===== config.mk =====
export PLATFORM = sky130hd
export DESIGN_NAME = sequenciador_polinomio
export DESIGN_NICKNAME = d
export VERILOG_FILES = /design/src/rtl/sequenciador_polinomio.sv
export SDC_FILE = /design/constraint.sdc
export NUM_CORES = 1
export LEC_CHECK = 0
export ABC_AREA = 0
export BUFFER_PORTS_ARGS = -buffer_cell sky130_fd_sc_hd__clkbuf_2
export CAP_MARGIN = 20
export CORE_AREA = 2 2 39 41
export DETAILED_ROUTE_END_ITERATION = 16
export DIE_AREA = 0 0 41 43
export GPL_ROUTABILITY_DRIVEN = 0
export PLACE_DENSITY = 0.67
export REMOVE_ABC_BUFFERS = 1
export SETUP_SLACK_MARGIN = 0.5
export SYNTH_ARGS = -nofsm -noshare
export SYNTH_HDL_FRONTEND = slang
export SYNTH_SLANG_ARGS = --single-unit
export TNS_END_PERCENT = 1

===== constraint.sdc =====
create_clock -name clock -period 1.7 [get_ports clock]
set_input_delay 0.17 -clock clock [delete_from_list [all_inputs] [get_ports clock]]
set_output_delay 0.17 -clock clock [all_outputs]
set_load 0.005 [all_outputs]

===== src/rtl/sequenciador_polinomio.sv =====
// sequenciador_polinomio: Moore controller that steps the operative block
// (three muxes, shared ULA, Reg_X/Reg_H/Reg_S) through Horner's method.
// Mode 0 evaluates a*x^2 + b*x + c; mode 1 evaluates a*x + b.
// Every control output is registered and encodes the state being entered,
// so the outputs always match the current state with no decode glitches.
module sequenciador_polinomio #(
  parameter logic OP_ADD = 1'b0,
  parameter logic OP_MUL = 1'b1
) (
  input  logic       clock,
  input  logic       resetn,
  input  logic       start,
  input  logic       mode,
  output logic       h,
  output logic       LS,
  output logic       LX,
  output logic       LH,
  output logic [1:0] m0,
  output logic [1:0] m1,
  output logic [1:0] m2,
  output logic       busy,
  output logic       done
);

  localparam int unsigned CTL_W = 12;

  typedef enum logic [2:0] {
    S_IDLE  = 3'd0,
    S_LOADX = 3'd1,
    S_MUL1  = 3'd2,
    S_ADDB  = 3'd3,
    S_MUL2  = 3'd4,
    S_FINC  = 3'd5,
    S_FINB  = 3'd6,
    S_DONE  = 3'd7
  } state_t;

  state_t state;
  logic   mode_q;

  // Transition function; mode_q selects the quadratic or linear tail after MUL1.
  function automatic state_t next_state(input state_t s, input logic st, input logic mq);
    state_t n;
    n = S_IDLE;
    case (s)
      S_IDLE:  n = st ? S_LOADX : S_IDLE;
      S_LOADX: n = S_MUL1;
      S_MUL1:  n = mq ? S_FINB : S_ADDB;
      S_ADDB:  n = S_MUL2;
      S_MUL2:  n = S_FINC;
      S_FINC:  n = S_DONE;
      S_FINB:  n = S_DONE;
      S_DONE:  n = S_IDLE;
      default: n = S_IDLE;
    endcase
    return n;
  endfunction

  // Control word for a state: {h, LS, LX, LH, m0, m1, m2, busy, done}.
  function automatic logic [CTL_W-1:0] decode(input state_t s);
    logic       hh, ls, lx, lh, bz, dn;
    logic [1:0] s0, s1, s2;
    hh = OP_ADD;
    ls = 1'b0;
    lx = 1'b0;
    lh = 1'b0;
    s0 = 2'b00;
    s1 = 2'b00;
    s2 = 2'b00;
    bz = 1'b1;
    dn = 1'b0;
    case (s)
      S_IDLE: begin
        hh = 1'b0;
        bz = 1'b0;
      end
      S_LOADX: lx = 1'b1;
      // H <= a * X
      S_MUL1: begin
        s0 = 2'b00; s2 = 2'b01; s1 = 2'b01; hh = OP_MUL; lh = 1'b1;
      end
      // H <= H + b
      S_ADDB: begin
        s0 = 2'b10; s2 = 2'b11; s1 = 2'b00; hh = OP_ADD; lh = 1'b1;
      end
      // H <= H * X
      S_MUL2: begin
        s2 = 2'b11; s1 = 2'b01; hh = OP_MUL; lh = 1'b1;
      end
      // S <= H + c
      S_FINC: begin
        s0 = 2'b11; s2 = 2'b11; s1 = 2'b00; hh = OP_ADD; ls = 1'b1;
      end
      // S <= H + b
      S_FINB: begin
        s0 = 2'b10; s2 = 2'b11; s1 = 2'b00; hh = OP_ADD; ls = 1'b1;
      end
      S_DONE: dn = 1'b1;
      default: begin
        hh = 1'b0;
        bz = 1'b0;
      end
    endcase
    return {hh, ls, lx, lh, s0, s1, s2, bz, dn};
  endfunction

  // State, captured mode and registered control outputs.
  always_ff @(posedge clock or negedge resetn) begin
    if (!resetn) begin
      state  <= S_IDLE;
      mode_q <= 1'b0;
      {h, LS, LX, LH, m0, m1, m2, busy, done} <= CTL_W'(0);
    end else begin
      state <= next_state(state, start, mode_q);
      if (state == S_IDLE && start) begin
        mode_q <= mode;
      end
      {h, LS, LX, LH, m0, m1, m2, busy, done} <= decode(next_state(state, start, mode_q));
    end
  end

endmodule

Word level (Yosys, flattened, before mapping). Index checks and enable logic that the tools add are counted.

Shift-type cells: 0. Order comparisons: 0. Add/sub/neg operators: 0. Bitwise gates (word level): 0. Multiply operators: 0. Mux-type cells: 12. Reduce and logical (&&, ||, !) cells: 9. Eq/ne operators: 14. Divide/modulo/power cells: 0.

Operator list (count): $eq 3x3->1 const B (8); $pmux 3 s7 (1); $eq 3x2->1 const B (4); $mux 1 (8); $pmux 2 s2 (2); $reduce_or 2->1 (4); $eq 3x1->1 const B (2); $logic_not 3->1 (2); $reduce_or 4->1 (1); $mux 3 (1); $reduce_or 3->1 (1); $logic_and 1x1->1 (1).

Memories kept: 0. Bits in read-only memories: 0. Latch bits: 0. Output and inout bits: 12. Input port bits: 4. Word-level logic and storage cells: 46. Memory bits (writable): 0. Register bits: 16.

Logic depth before layout (Yosys ltp). Gate-level depths: netlist (run 1).

Depth in word-level cells: 6. Gate-level depth with buffers: 4. Mapped depth without buffers: 3.

Least setup slack after synthesis (run 1). Ideal clock, no wire load.

Kind: reg2reg. From: register state[2]. To: register mode_q. Data required time: 1.572 ns. Stages on the path, launching flop included: 3. Period minus slack after synthesis: 1.147 ns. Arrival: 1.019 ns. Library setup time: 0.128 ns. Path buffers: 0. Slack: 0.553 ns. Cells stage by stage: dfrtp_1 > nor4b_4 > mux2_1.

Cells in the longest elaborated chain, start to end: 2.

RTL lines: start: declaration (RTL line 38) `state_t state;`; start signal: assignment (RTL line 114) `state <= next_state(state, start, mode_q);`; $logic_not 3->1 (RTL line 115) `if (state == S_IDLE && start) begin`; $logic_and 1x1->1 (RTL line 115); end signal: assignment (RTL line 116) `mode_q <= mode;`; end: declaration (RTL line 39) `logic mode_q;`.

No other way between the ends. A chain may end at the register's enable or synchronous reset.

Worst setup path after layout (run 1). Same ends and word-level chain as after synthesis.

==> results by group, run 1 <==
Clocking
  – CTS root buf: sky130_fd_sc_hd__clkbuf_4
  – Clock network latency to the later pin of the worst-skew pair: 280 ps
  – Clock tree buffer depth: 2
  – CTS Sinks: 14
  – Cts bufs inserted: 3
  – Number of H-tree levels: 1
  – Clock tree from TritonCTS: yes
  – Clk pin slew, worst setup/hold paths: 80 ps

Setup path
  – CP endpoint: mode_q
  – Reg2Reg Launch Point: state[2]
  – CP Data Arrival Time: around 1400 ps
  – CP startpoint kind: register
  – Worst EP required: approximately 1900 ps
  – Crit-path max FO: 2
  – Register-to-register path setup slack: 520 ps
  – Crit Path Class: reg -> reg
  – Terminus of the critical flop-to-flop path: mode_q
  – R2R depth: 2
  – Critical Path End Type: register
  – Worst setup path start: state[2]

Global route
  – Global router's overall resource usage: 13.4%
  – Maximum number of pins on one net before global-route repair: 15
  – Initial antenna violation count: 0
  – Remaining Overflow, GRT: 0
  – Wire length of the first global-routing pass: around 1500 um
  – Number of global-route vias before repair: 368

Run status
  – Result of the run: finished clean

Synthesis
  – Combined area of all synthesized cells: between 500 and 600 um2
  – Area contributors post-synth: sky130_fd_sc_hd__dfrtp_1 (63%), sky130_fd_sc_hd__nor4b_4 (4.3%), sky130_fd_sc_hd__buf_4 (4.0%)
  – Sequential fraction of the synthesis area: a little over three fifths
  – Most instantiated flip-flop cell in the synthesis netlist: sky130_fd_sc_hd__dfrtp_1
  – Share of the synthesized area in the top cell type: ~63%
  – Cell count after synthesis: 48
  – Count of state elements after synthesis: 14
  – Cell with the most instances after synthesis: sky130_fd_sc_hd__dfrtp_1
  – Synth top cells by count: sky130_fd_sc_hd__dfrtp_1 (14), sky130_fd_sc_hd__nand2_1 (5), sky130_fd_sc_hd__nor2_1 (4)
  – Async SR Flop Fraction: 100%
  – Yosys warnings: 0
  – Number of distinct library cells after synthesis: 20
  – Cell taking the most area after synthesis: sky130_fd_sc_hd__dfrtp_1
  – Number of enable-type register cells in the synthesized netlist: 0
  – Post-synthesis area per instance: between 10 and 15 um2

Pwr
  – Leakage: around 0.36 nW
  – Total Power: between 0.001 and 0.0015 W
  – Power density cells: between 1500 and 2000 nW/um2
  – Worst VDD drop: about 0.00060 V

Floorplan
  – Die Area: 1760 um2
  – Core Box Area: between 1000 and 1500 um2
  – Effective utilization at floorplan: 40.4%
  – Number of placed I/O pins: 16
  – Horiz. Die Dim: between 40 and 50 um
  – Chip height: about 43 um
  – Number of core rows: 14

Placed design
  – Buffers added on ports: 14
  – Setup slack after placement: 393 ps

Worst hold path
  – Worst Hold Launch: mode
  – Path class of the lowest-slack min-delay path: in -> reg

Layout
  – Growth of design area from synthesis to finish: 25.1%
  – Total number of nets in the final design: between 70 and 80
  – Fill cell instance count of the final layout: 124
  – Diodes inserted: 0
  – Share of final-layout standard cells stronger than drive strength 1: 39.4%

Route
  – Detailed-routing iteration count for the pre-antenna-repair pass: 3
  – Via-to-Cell Ratio: ~4.7
  – Wire length per cell: around 11 um
  – Iter 0 DRT Violations: 8
  – Post-route DRC: 0
  – Remaining number of nets flagged by the antenna check after routing: 0
  – Total detailed-routing wirelength: between 800 and 900 um
  – Total vias in the final route: approximately 380

STA
  – Final worst-path setup slack: approximately 520 ps
  – Post-route worst hold slack: 126 ps
  – Clk_skew: roughly 3.4 ps
  – Highest clock rate: around 850 MHz
  – Accumulated negative setup slack: 0 ps
  – RSZ-0062 raised after global routing: no
  – Pins over their slew limit: 0
  – Final-report hold violation count: 0
  – Number of setup violations in the final report: 0
  – Tmin final: around 1200 ps
  – Post-route fraction of the period consumed by the critical path: 69.2%

Job
  – Max-cap viol count: 0
## kinds of logic (layout without fill, tap and decap cells)
kind of cell              Yosys count  after routing  share of synthesized area [%]
and+or+nand+nor                    16             16                           17.2
DFF                                14             14                           62.6
AOI/OAI and AO/OA                   7              7                           7.16
buffers and inverters               7             25                           7.16
xor gates and xnor gates            2              2                           3.13
other                               1              1                          0.670
muxes                               1              1                           2.01
## critical path: stages (launching register included)
cell                      delay, ps
sky130_fd_sc_hd__dfrtp_1        420
sky130_fd_sc_hd__nor4b_4        320
sky130_fd_sc_hd__mux2_4         330
## layout by cell type, fill, tap and decap left out
| cell | n |
|---|---|
| sky130_fd_sc_hd__conb_1 | 1 |
| sky130_fd_sc_hd__nor4_1 | 1 |
| sky130_fd_sc_hd__a21oi_1 | 3 |
| sky130_fd_sc_hd__clkbuf_2 | 14 |
| sky130_fd_sc_hd__buf_4 | 4 |
| sky130_fd_sc_hd__o21a_1 | 1 |
| sky130_fd_sc_hd__dlygate4sd3_1 | 1 |
| sky130_fd_sc_hd__nand2_1 | 5 |
| sky130_fd_sc_hd__dfrtp_2 | 2 |
| sky130_fd_sc_hd__o21ai_0 | 1 |
| sky130_fd_sc_hd__xnor2_1 | 1 |
| sky130_fd_sc_hd__a31oi_1 | 2 |
| sky130_fd_sc_hd__clkbuf_8 | 1 |
| sky130_fd_sc_hd__nor2_1 | 4 |
| sky130_fd_sc_hd__clkbuf_4 | 3 |
| sky130_fd_sc_hd__and2_1 | 1 |
| sky130_fd_sc_hd__nor2b_1 | 2 |
| sky130_fd_sc_hd__dfrtp_1 | 12 |
| sky130_fd_sc_hd__mux2_4 | 1 |
| sky130_fd_sc_hd__xor2_1 | 1 |
| sky130_fd_sc_hd__nand3b_1 | 1 |
| sky130_fd_sc_hd__nor4b_4 | 1 |
| sky130_fd_sc_hd__inv_1 | 2 |
| sky130_fd_sc_hd__nand2b_1 | 1 |
## layer usage
layer  GRT usage (%)  part of all wire, %  wire length (um)
met1            13.5                   41               366
met2            20.0                   53               466
met3            4.71                  6.0                53
met4            12.0                    0                 0
met5               0                    0                 0
## worst min-delay path by stage
stage | end | slack [ps] | cells past startpoint
after global routing | mode_q | 110 | 2
final | mode_q | 130 | 2
after floorplan | LH | -130 | 0
after global placement | m2[1] | 80 | 1
after CTS | mode_q | 120 | 2
after detailed placement | m2[0] | 90 | 1
## sequential cells by signal (all words and copies together), names as in the netlist
register  flops
LS            1
mode_q        1
busy          1
LH            1
m0            2
done          1
m1            1
state         3
m2            2
LX            1
## timing repair
| action | in CTS | in global routing |
|---|---|---|
| hold endpoints to repair | 14 | 0 |
| gates cloned | 0 | 0 |
| hold buffers | 1 | 0 |
| resized for setup | 2 | 1 |
| pin swaps | 0 | 1 |
| endpoints found under the setup margin | 1 | 1 |
| buffers inserted | 2 | 1 |
## area by class of cell
type	instances	area, um2	area share [%]
inverter	2	7.51	1.07
sequential	14	353	50.4
timing repair buffer	19	110	15.7
multi-input combinational	27	173	24.7
clock buffer	4	36.3	5.19
tap	16	20.0	2.86
## power by group
part           total, W  leakage (nW)  internal (W)  switching [W]
Sequential     0.000558         0.171      0.000484      0.0000742
Clock          0.000236        0.0210      0.000130       0.000106
Combinational  0.000551         0.166      0.000265       0.000286
Total           0.00135         0.358      0.000880       0.000466
## metrics by stage
step | std cells | area (um2) | util, %
after floorplan | 43 | 527 | -
after global placement | 74 | 624 | 45.1
after detailed placement | 74 | 624 | 45.1
after CTS | 81 | 688 | 49.7
after global routing | 82 | 699 | 50.5
final | 82 | 699 | 50.5
No activity file was read; power rests on OpenSTA's default activity.
==> run 2, diff against run 1 <==
--- a/config.mk
+++ b/config.mk
@@ -8,11 +8,11 @@
 export ABC_AREA = 0
 export BUFFER_PORTS_ARGS = -buffer_cell sky130_fd_sc_hd__clkbuf_2
 export CAP_MARGIN = 20
-export CORE_AREA = 2 2 39 41
+export CORE_MARGIN = 2
+export CORE_UTILIZATION = 42
 export DETAILED_ROUTE_END_ITERATION = 16
-export DIE_AREA = 0 0 41 43
 export GPL_ROUTABILITY_DRIVEN = 0
-export PLACE_DENSITY = 0.67
+export PLACE_DENSITY = 0.69
 export REMOVE_ABC_BUFFERS = 1
 export SETUP_SLACK_MARGIN = 0.5
 export SYNTH_ARGS = -nofsm -noshare
==> constraint.sdc (replaced) <==
create_clock -name clock -period 0.95 [get_ports clock]
set_input_delay 0.095 -clock clock [delete_from_list [all_inputs] [get_ports clock]]
set_output_delay 0.095 -clock clock [all_outputs]
set_load 0.005 [all_outputs]
==> run 2 against run 1 <==
  * Sequential share of layout area shrank 0.45 points
  * Flip-flop and latch count unchanged
  * The flow now finishes with violations (negative hold slack, negative setup slack)
  * Non-clock buffer count down 1
  * Register-to-register slack worse by 770 ps
  * Core utilization increased by 4.7 points
  * Clock-buffer cell count did not move
  * Wire length grew 0.45%
  * Die area is 7.0% lower
  * Highest routed layer is now met4
  * Critical endpoint unchanged
  * Clock power grew 72%
  * Critical path depth unchanged
  * Power up 86%
  * Worst hold slack got worse by 430 ps
==> results by group, run 2 (same netlist as run 1, synthesis figures left out) <==
Setup path
  – Crit-path max FO: 2 (unchanged)
  – Crit-path cells: nor4b_4 > mux2_4
  – Worst-path cell with the longest stage delay: sky130_fd_sc_hd__dfrtp_1
  – Critical Path End Type: register
  – Crit Path Class: reg -> reg
  – CP Data Arrival Time: 1360 ps (about the same)
  – Largest stage delay on the critical path: 410 ps (about the same)
  – CP startpoint kind: register
  – Worst EP required: 1110 ps (-760 ps)

Clocking
  – Cts bufs inserted: 3 (unchanged)
  – Clk pin slew, worst setup/hold paths: 80 ps (about the same)
  – CTS root buf: sky130_fd_sc_hd__clkbuf_4
  – Clock tree from TritonCTS: yes
  – Clock tree buffer depth: 2 (unchanged)
  – Clock network latency to the later pin of the worst-skew pair: 270 ps (about the same)
  – CTS Sinks: 14 (unchanged)
  – Number of H-tree levels: 1 (unchanged)

Route
  – Iter 0 DRT Violations: 6 (-2)
  – Wire length per cell: 11.1 um (+3.0%)
  – Total detailed-routing wirelength: 890 um (+0.45%)
  – Post-route DRC: 0 (unchanged)
  – Total vias in the final route: 367 (-4.2%)
  – Detailed-routing iteration count for the pre-antenna-repair pass: 5 (+2)
  – Remaining number of nets flagged by the antenna check after routing: 0 (unchanged)
  – Via-to-Cell Ratio: 4.59 (-1.8%)

Floorplan
  – Core Box Area: 1270 um2 (-8.3%)
  – Number of placed I/O pins: 16 (unchanged)
  – Chip height: 40.5 um (-5.8%)
  – Number of core rows: 13 (-1)
  – Die Area: 1640 um2 (-7.0%)
  – Effective utilization at floorplan: 44.1% (+3.7 points)
  – Horiz. Die Dim: 40.5 um (-1.2%)

STA
  – RSZ-0062 raised after global routing: yes
  – Clk_skew: 5.49 ps (+2.05 ps)
  – Highest clock rate: 838 MHz (-1.4%)
  – Final worst-path setup slack: -243 ps (-767 ps)
  – Post-route fraction of the period consumed by the critical path: 126% (+56 points)
  – Accumulated negative setup slack: -632 ps (-632 ps)
  – Post-route worst hold slack: -300 ps (-426 ps)
  – Tmin final: 1190 ps (+16.6 ps)
  – Number of setup violations in the final report: 8 (+8)
  – Pins over their slew limit: 0 (unchanged)
  – Final-report hold violation count: 14 (+14)

Worst hold path
  – Path class of the lowest-slack min-delay path: in -> async

Global route
  – Global router's overall resource usage: 13.6% (+0.20 points)
  – Remaining Overflow, GRT: 0 (unchanged)
  – Maximum number of pins on one net before global-route repair: 15 (unchanged)
  – Initial antenna violation count: 0 (unchanged)
  – Wire length of the first global-routing pass: 1340 um (-10%)
  – Number of global-route vias before repair: 328 (-11%)

Pwr
  – Internal power component: 0.00165 W (+87%)
  – Sequential group share of total power: 40.2% (-1.3 points)
  – Leakage: 0.362 nW (+1.0%)
  – Switch share: 34.1% (-0.52 points)
  – Power density cells: 3570 nW/um2 (+85%)
  – Net switching power of the design: 0.000852 W (+83%)
  – Clock network fraction of total power: 16.2% (-1.3 points)
  – Worst VDD drop: 0.00138 V (+130%)
  – Logic pwr share: 43.6% (+2.6 points)

Layout
  – Total number of nets in the final design: 70 (-1.4%)
  – Final core utilization: 55.2% (+4.7 points)
  – Commonest non-fill, non-tap cell in the layout: sky130_fd_sc_hd__dfrtp_1
  – Largest Register: state
  – Flip-flop count of the largest register after layout: 3 (unchanged)
  – Share of final-layout standard cells stronger than drive strength 1: 38.5% (-0.93 points)
  – Growth of design area from synthesis to finish: 25.3%
  – Diodes inserted: 0 (unchanged)
  – Commonest non-fill, non-tap cells in the layout: sky130_fd_sc_hd__dfrtp_1 (14), sky130_fd_sc_hd__clkbuf_2 (7), sky130_fd_sc_hd__buf_2 (7)
  – Cell Count, Final, Fillers Out: 80 (-2.4%)

Run status
  – Result of the run: finished, violations left
  – Violated checks: negative hold slack, negative setup slack

Placed design
  – Buffers added on ports: 14 (unchanged)
  – Number of cells in the design after placement: 76 (+2.7%)
  – Total half-perimeter wirelength after legalization and detailed placement: roughly 650 um

Job
  – Max-cap viol count: 0 (unchanged)
run 2: path summary, 6_finish.rpt:
| path | from | endpoint | slack [ps] | cells past startpoint |
|---|---|---|---|---|
| hold reg to reg | state[0] | LX | 510 | 1 |
| setup / recovery | state[0] | mode_q | -240 | 2 |
| min in group clock | mode | mode_q | 60 | 2 |
| max in group asynchronous | resetn | m0[0] | 1010 | 1 |
| hold / removal | resetn | m1[0] | -300 | 1 |
| setup reg to reg | state[0] | mode_q | -240 | 2 |
run 2: timing repair:
| item | in CTS | in global routing |
|---|---|---|
| pin swaps | 2 | 1 |
| endpoints found under the setup margin | 25 | 25 |
| endpoints found under the hold margin | 14 | 14 |
| setup buffers | 0 | 0 |
| gates resized for setup | 5 | 8 |
run 2: worst max-delay path, delay by kind of cell (launching register included):
family / cells / cell delay [ps]
DFF: 1 / 410
and+or+nand+nor: 1 / 340
muxes: 1 / 330
run 2: layout make-up:
| type | instances | area [um2] |
|---|---|---|
| fill | 116 | 568 |
| sequential | 14 | 350 |
| multi-input combinational | 27 | 180 |
| timing repair buffer | 18 | 108 |
| clock buffer | 4 | 36.3 |
| tap | 15 | 18.8 |
| inverter | 2 | 7.51 |
run 2: stage by stage:
| step | area, um2 | total power, W | worst slack (ps) | hold slack, ps |
|---|---|---|---|---|
| 4_1_cts | 696 | 0.00252 | -243 | -297 |
| 6_report | 701 | 0.00250 | -243 | -300 |
| 3_3_place_gp | 646 | 0.00199 | -190 | 5.82 |
| 5_1_grt | 701 | 0.00273 | -281 | -285 |
| 2_1_floorplan | 527 | 0.00154 | -314 | -201 |
| 3_5_place_dp | 646 | 0.00203 | -242 | 5.25 |
run 2: power by group through the flow:
stage / clock network (W) / registers [W] / logic [W]
floorplan: 0 / 0.00115 / 0.000388
global placement: 0 / 0.000993 / 0.000995
detailed placement: 0 / 0.00101 / 0.00102
CTS: 0.000424 / 0.00101 / 0.00108
global route: 0.000447 / 0.00103 / 0.00125
finish: 0.000405 / 0.00100 / 0.00109
run 2: layer usage:
metal,wire length [um],up-vias,GRT usage [%]
met5,0,-,0
met4,12,0,12.5
met3,49,2,3.33
met2,500,12,22.2
met1,327,165,13.9
li1,-,188,-
==> run 3, diff against run 2 <==
--- a/config.mk
+++ b/config.mk
@@ -8,13 +8,14 @@
 export ABC_AREA = 0
 export BUFFER_PORTS_ARGS = -buffer_cell sky130_fd_sc_hd__clkbuf_2
 export CAP_MARGIN = 20
-export CORE_MARGIN = 2
-export CORE_UTILIZATION = 42
+export CORE_AREA = 2 2 39 41
 export DETAILED_ROUTE_END_ITERATION = 16
+export DIE_AREA = 0 0 41 43
 export GPL_ROUTABILITY_DRIVEN = 0
-export PLACE_DENSITY = 0.69
+export PLACE_DENSITY = 0.67
 export REMOVE_ABC_BUFFERS = 1
 export SETUP_SLACK_MARGIN = 0.5
+export SKIP_CTS_REPAIR_TIMING = 1
 export SYNTH_ARGS = -nofsm -noshare
 export SYNTH_HDL_FRONTEND = slang
 export SYNTH_SLANG_ARGS = --single-unit
==> constraint.sdc (replaced) <==
create_clock -name clock -period 1.15 [get_ports clock]
set_input_delay 0.115 -clock clock [delete_from_list [all_inputs] [get_ports clock]]
set_output_delay 0.115 -clock clock [all_outputs]
set_load 0.005 [all_outputs]
==> run 3 against run 2 <==
  * Combinational power decreased by 7%
  * Fmax up 2.2%
  * Register-to-register slack better by 230 ps
  * Wire length up 1.5%
  * Flip-flop and latch count did not move
  * Highest routed layer is now met3
  * Worst hold slack better by 370 ps
  * Sequential share of layout area is 3.2 points lower
  * Power shrank 13%
  * Critical path depth unchanged
  * The run ends with negative setup slack left
  * First-iteration DRC count up 17%
  * Global-route usage is 0.13 points lower
==> results by group, run 3 (same netlist as run 1, synthesis figures left out) <==
Route
  – Wire length per cell: 11.1 um (+0.21%)
  – Detailed-routing iteration count for the pre-antenna-repair pass: 2 (-3)
  – Iter 0 DRT Violations: 7 (+1)
  – Total vias in the final route: 381 (+3.8%)
  – Remaining number of nets flagged by the antenna check after routing: 0 (unchanged)
  – Via-to-Cell Ratio: 4.70 (+2.5%)
  – Post-route DRC: 0 (unchanged)
  – Total detailed-routing wirelength: 903 um (+1.5%)

Global route
  – Remaining Overflow, GRT: 0 (unchanged)
  – Initial antenna violation count: 0 (unchanged)
  – Maximum number of pins on one net before global-route repair: 15 (unchanged)
  – Wire length of the first global-routing pass: 1520 um (+14%)
  – Global router's overall resource usage: 13.4% (-0.13 points)
  – Number of global-route vias before repair: 347 (+5.8%)

STA
  – Clk_skew: 1.78 ps (-3.70 ps)
  – Post-route fraction of the period consumed by the critical path: 101% (-24 points)
  – Number of setup violations in the final report: 1 (-7)
  – RSZ-0062 raised after global routing: yes
  – Highest clock rate: 857 MHz (+2.2%)
  – Tmin final: 1170 ps (-25.8 ps)
  – Pins over their slew limit: 0 (unchanged)
  – Final worst-path setup slack: -16.9 ps (+226 ps)
  – Post-route worst hold slack: 71.3 ps (+371 ps)
  – Final-report hold violation count: 0 (-14)

Clocking
  – Cts bufs inserted: 3 (unchanged)
  – Clock network latency to the later pin of the worst-skew pair: 270 ps (about the same)
  – CTS root buf: sky130_fd_sc_hd__clkbuf_4
  – Clock tree from TritonCTS: yes
  – Number of H-tree levels: 1 (unchanged)
  – CTS Sinks: 14 (unchanged)
  – Clock tree buffer depth: 2 (unchanged)
  – Clk pin slew, worst setup/hold paths: 80 ps (about the same)

Pwr
  – Internal power component: 0.00138 W (-16%)
  – Logic pwr share: 46.2% (+2.6 points)
  – Switch share: 36.5% (+2.4 points)
  – Worst VDD drop: 0.00140 V (+1.4%)
  – Clock network fraction of total power: 15.7% (-0.5 points)
  – Total Power: 0.00218 W (-13%)
  – Net switching power of the design: 0.000796 W (-6.6%)
  – Power density cells: 2910 nW/um2 (-18%)
  – Sequential group share of total power: 38.1% (-2.1 points)
  – Leakage: 0.375 nW (+3.5%)

Placed design
  – Buffers added on ports: 14 (unchanged)
  – Number of cells in the design after placement: 76 (unchanged)
  – Setup slack after placement: -3.53 ps (+238 ps)
  – Total half-perimeter wirelength after legalization and detailed placement: 619 um (-4.4%)

Floorplan
  – Number of placed I/O pins: 16 (unchanged)
  – Effective utilization at floorplan: 40.4% (-3.7 points)
  – Chip height: 43 um (+6.2%)
  – Number of core rows: 14 (+1)
  – Die Area: 1760 um2 (+7.5%)
  – Horiz. Die Dim: 41 um (+1.3%)
  – Core Box Area: 1380 um2 (+9.1%)

Layout
  – Share of final-layout standard cells stronger than drive strength 1: 49.2% (+11 points)
  – Growth of design area from synthesis to finish: 33.8%
  – Total number of nets in the final design: 70 (unchanged)
  – Diodes inserted: 0 (unchanged)
  – Cell Count, Final, Fillers Out: 81 (+1.3%)
  – Largest Register: state
  – Flip-flop count of the largest register after layout: 3 (unchanged)
  – Commonest non-fill, non-tap cell in the layout: sky130_fd_sc_hd__dfrtp_1
  – Fill cell instance count of the final layout: 126 (+8.6%)
  – Commonest non-fill, non-tap cells in the layout: sky130_fd_sc_hd__dfrtp_1 (14), sky130_fd_sc_hd__clkbuf_2 (7), sky130_fd_sc_hd__buf_2 (7)
  – Final core utilization: 54.1% (-1.2 points)

Worst hold path
  – Hold Path Sink: mode_q
  – Hold Path Depth: 2
  – Path class of the lowest-slack min-delay path: in -> reg
  – Worst Hold Launch: mode

Run status
  – Violated checks: negative setup slack
  – Result of the run: finished, violations left

Job
  – Max-cap viol count: 0 (unchanged)

Setup path
  – Critical Path End Type: register
  – Worst EP required: 1310 ps (+200 ps)
  – CP startpoint kind: register
  – Reg2Reg Launch Point: state[0]
  – Crit Path Class: reg -> reg
  – R2R depth: 2 (unchanged)
  – CP Data Arrival Time: 1330 ps (-30 ps)
  – Terminus of the critical flop-to-flop path: mode_q
  – Register-to-register path setup slack: -20 ps (+230 ps)
  – Crit-path max FO: 2 (unchanged)
## run 3: cell count changes in the layout (fill, tap and decap cells not counted), sizes merged
| cell | delta |
|---|---|
| buf | -1 |
| dlygate4sd3 | +1 |
## run 3: metrics by stage
step,area (um2),TNS (ps)
after floorplan,527,-114
after global placement,639,0
final,748,-16.9
after detailed placement,639,-3.53
after CTS,676,-33.0
after global routing,748,-51.1
## run 3: power by group through the flow
stage | sequential, W | clock [W] | combinational, W
after CTS | 0.000822 | 0.000355 | 0.000795
after detailed placement | 0.000832 | 0 | 0.000788
after floorplan | 0.000952 | 0 | 0.000321
final | 0.000832 | 0.000342 | 0.00101
after global placement | 0.000821 | 0 | 0.000775
after global routing | 0.000861 | 0.000393 | 0.00114
## run 3: layout make-up
class | instances | area, um2 | area share (%)
flip-flops and latches | 14 | 350 | 46.8
well taps | 16 | 20.0 | 2.68
clock buffers | 4 | 36.3 | 4.85
repair buffers | 18 | 110 | 14.7
multi-input cells | 27 | 224 | 29.9
inverters | 2 | 7.51 | 1.00
## run 3: worst max-delay path, stage by stage (launching register included)
cell and delay, ps:
sky130_fd_sc_hd__dfrtp_1 410, sky130_fd_sc_hd__nor4b_4 330, sky130_fd_sc_hd__mux2_4 320
## run 3: worst max-delay path by stage
stage,start,end,slack [ps],depth (start not counted)
floorplan,state[2],mode_q,-110,2
global placement,state[2],mode_q,8,2
detailed placement,state[2],mode_q,-4,2
CTS,state[2],mode_q,-30,2
global route,state[0],mode_q,-50,2
finish,state[0],mode_q,-20,2
## run 3: routing by layer
metal  global-route usage (%)  up-vias  share of wire [%]
met3                     4.71        0                3.8
met4                     12.0        0                  0
li1                         -      187                  -
met1                     15.1      184                 44
met5                        0        -                  0
met2                     18.8       10                 52
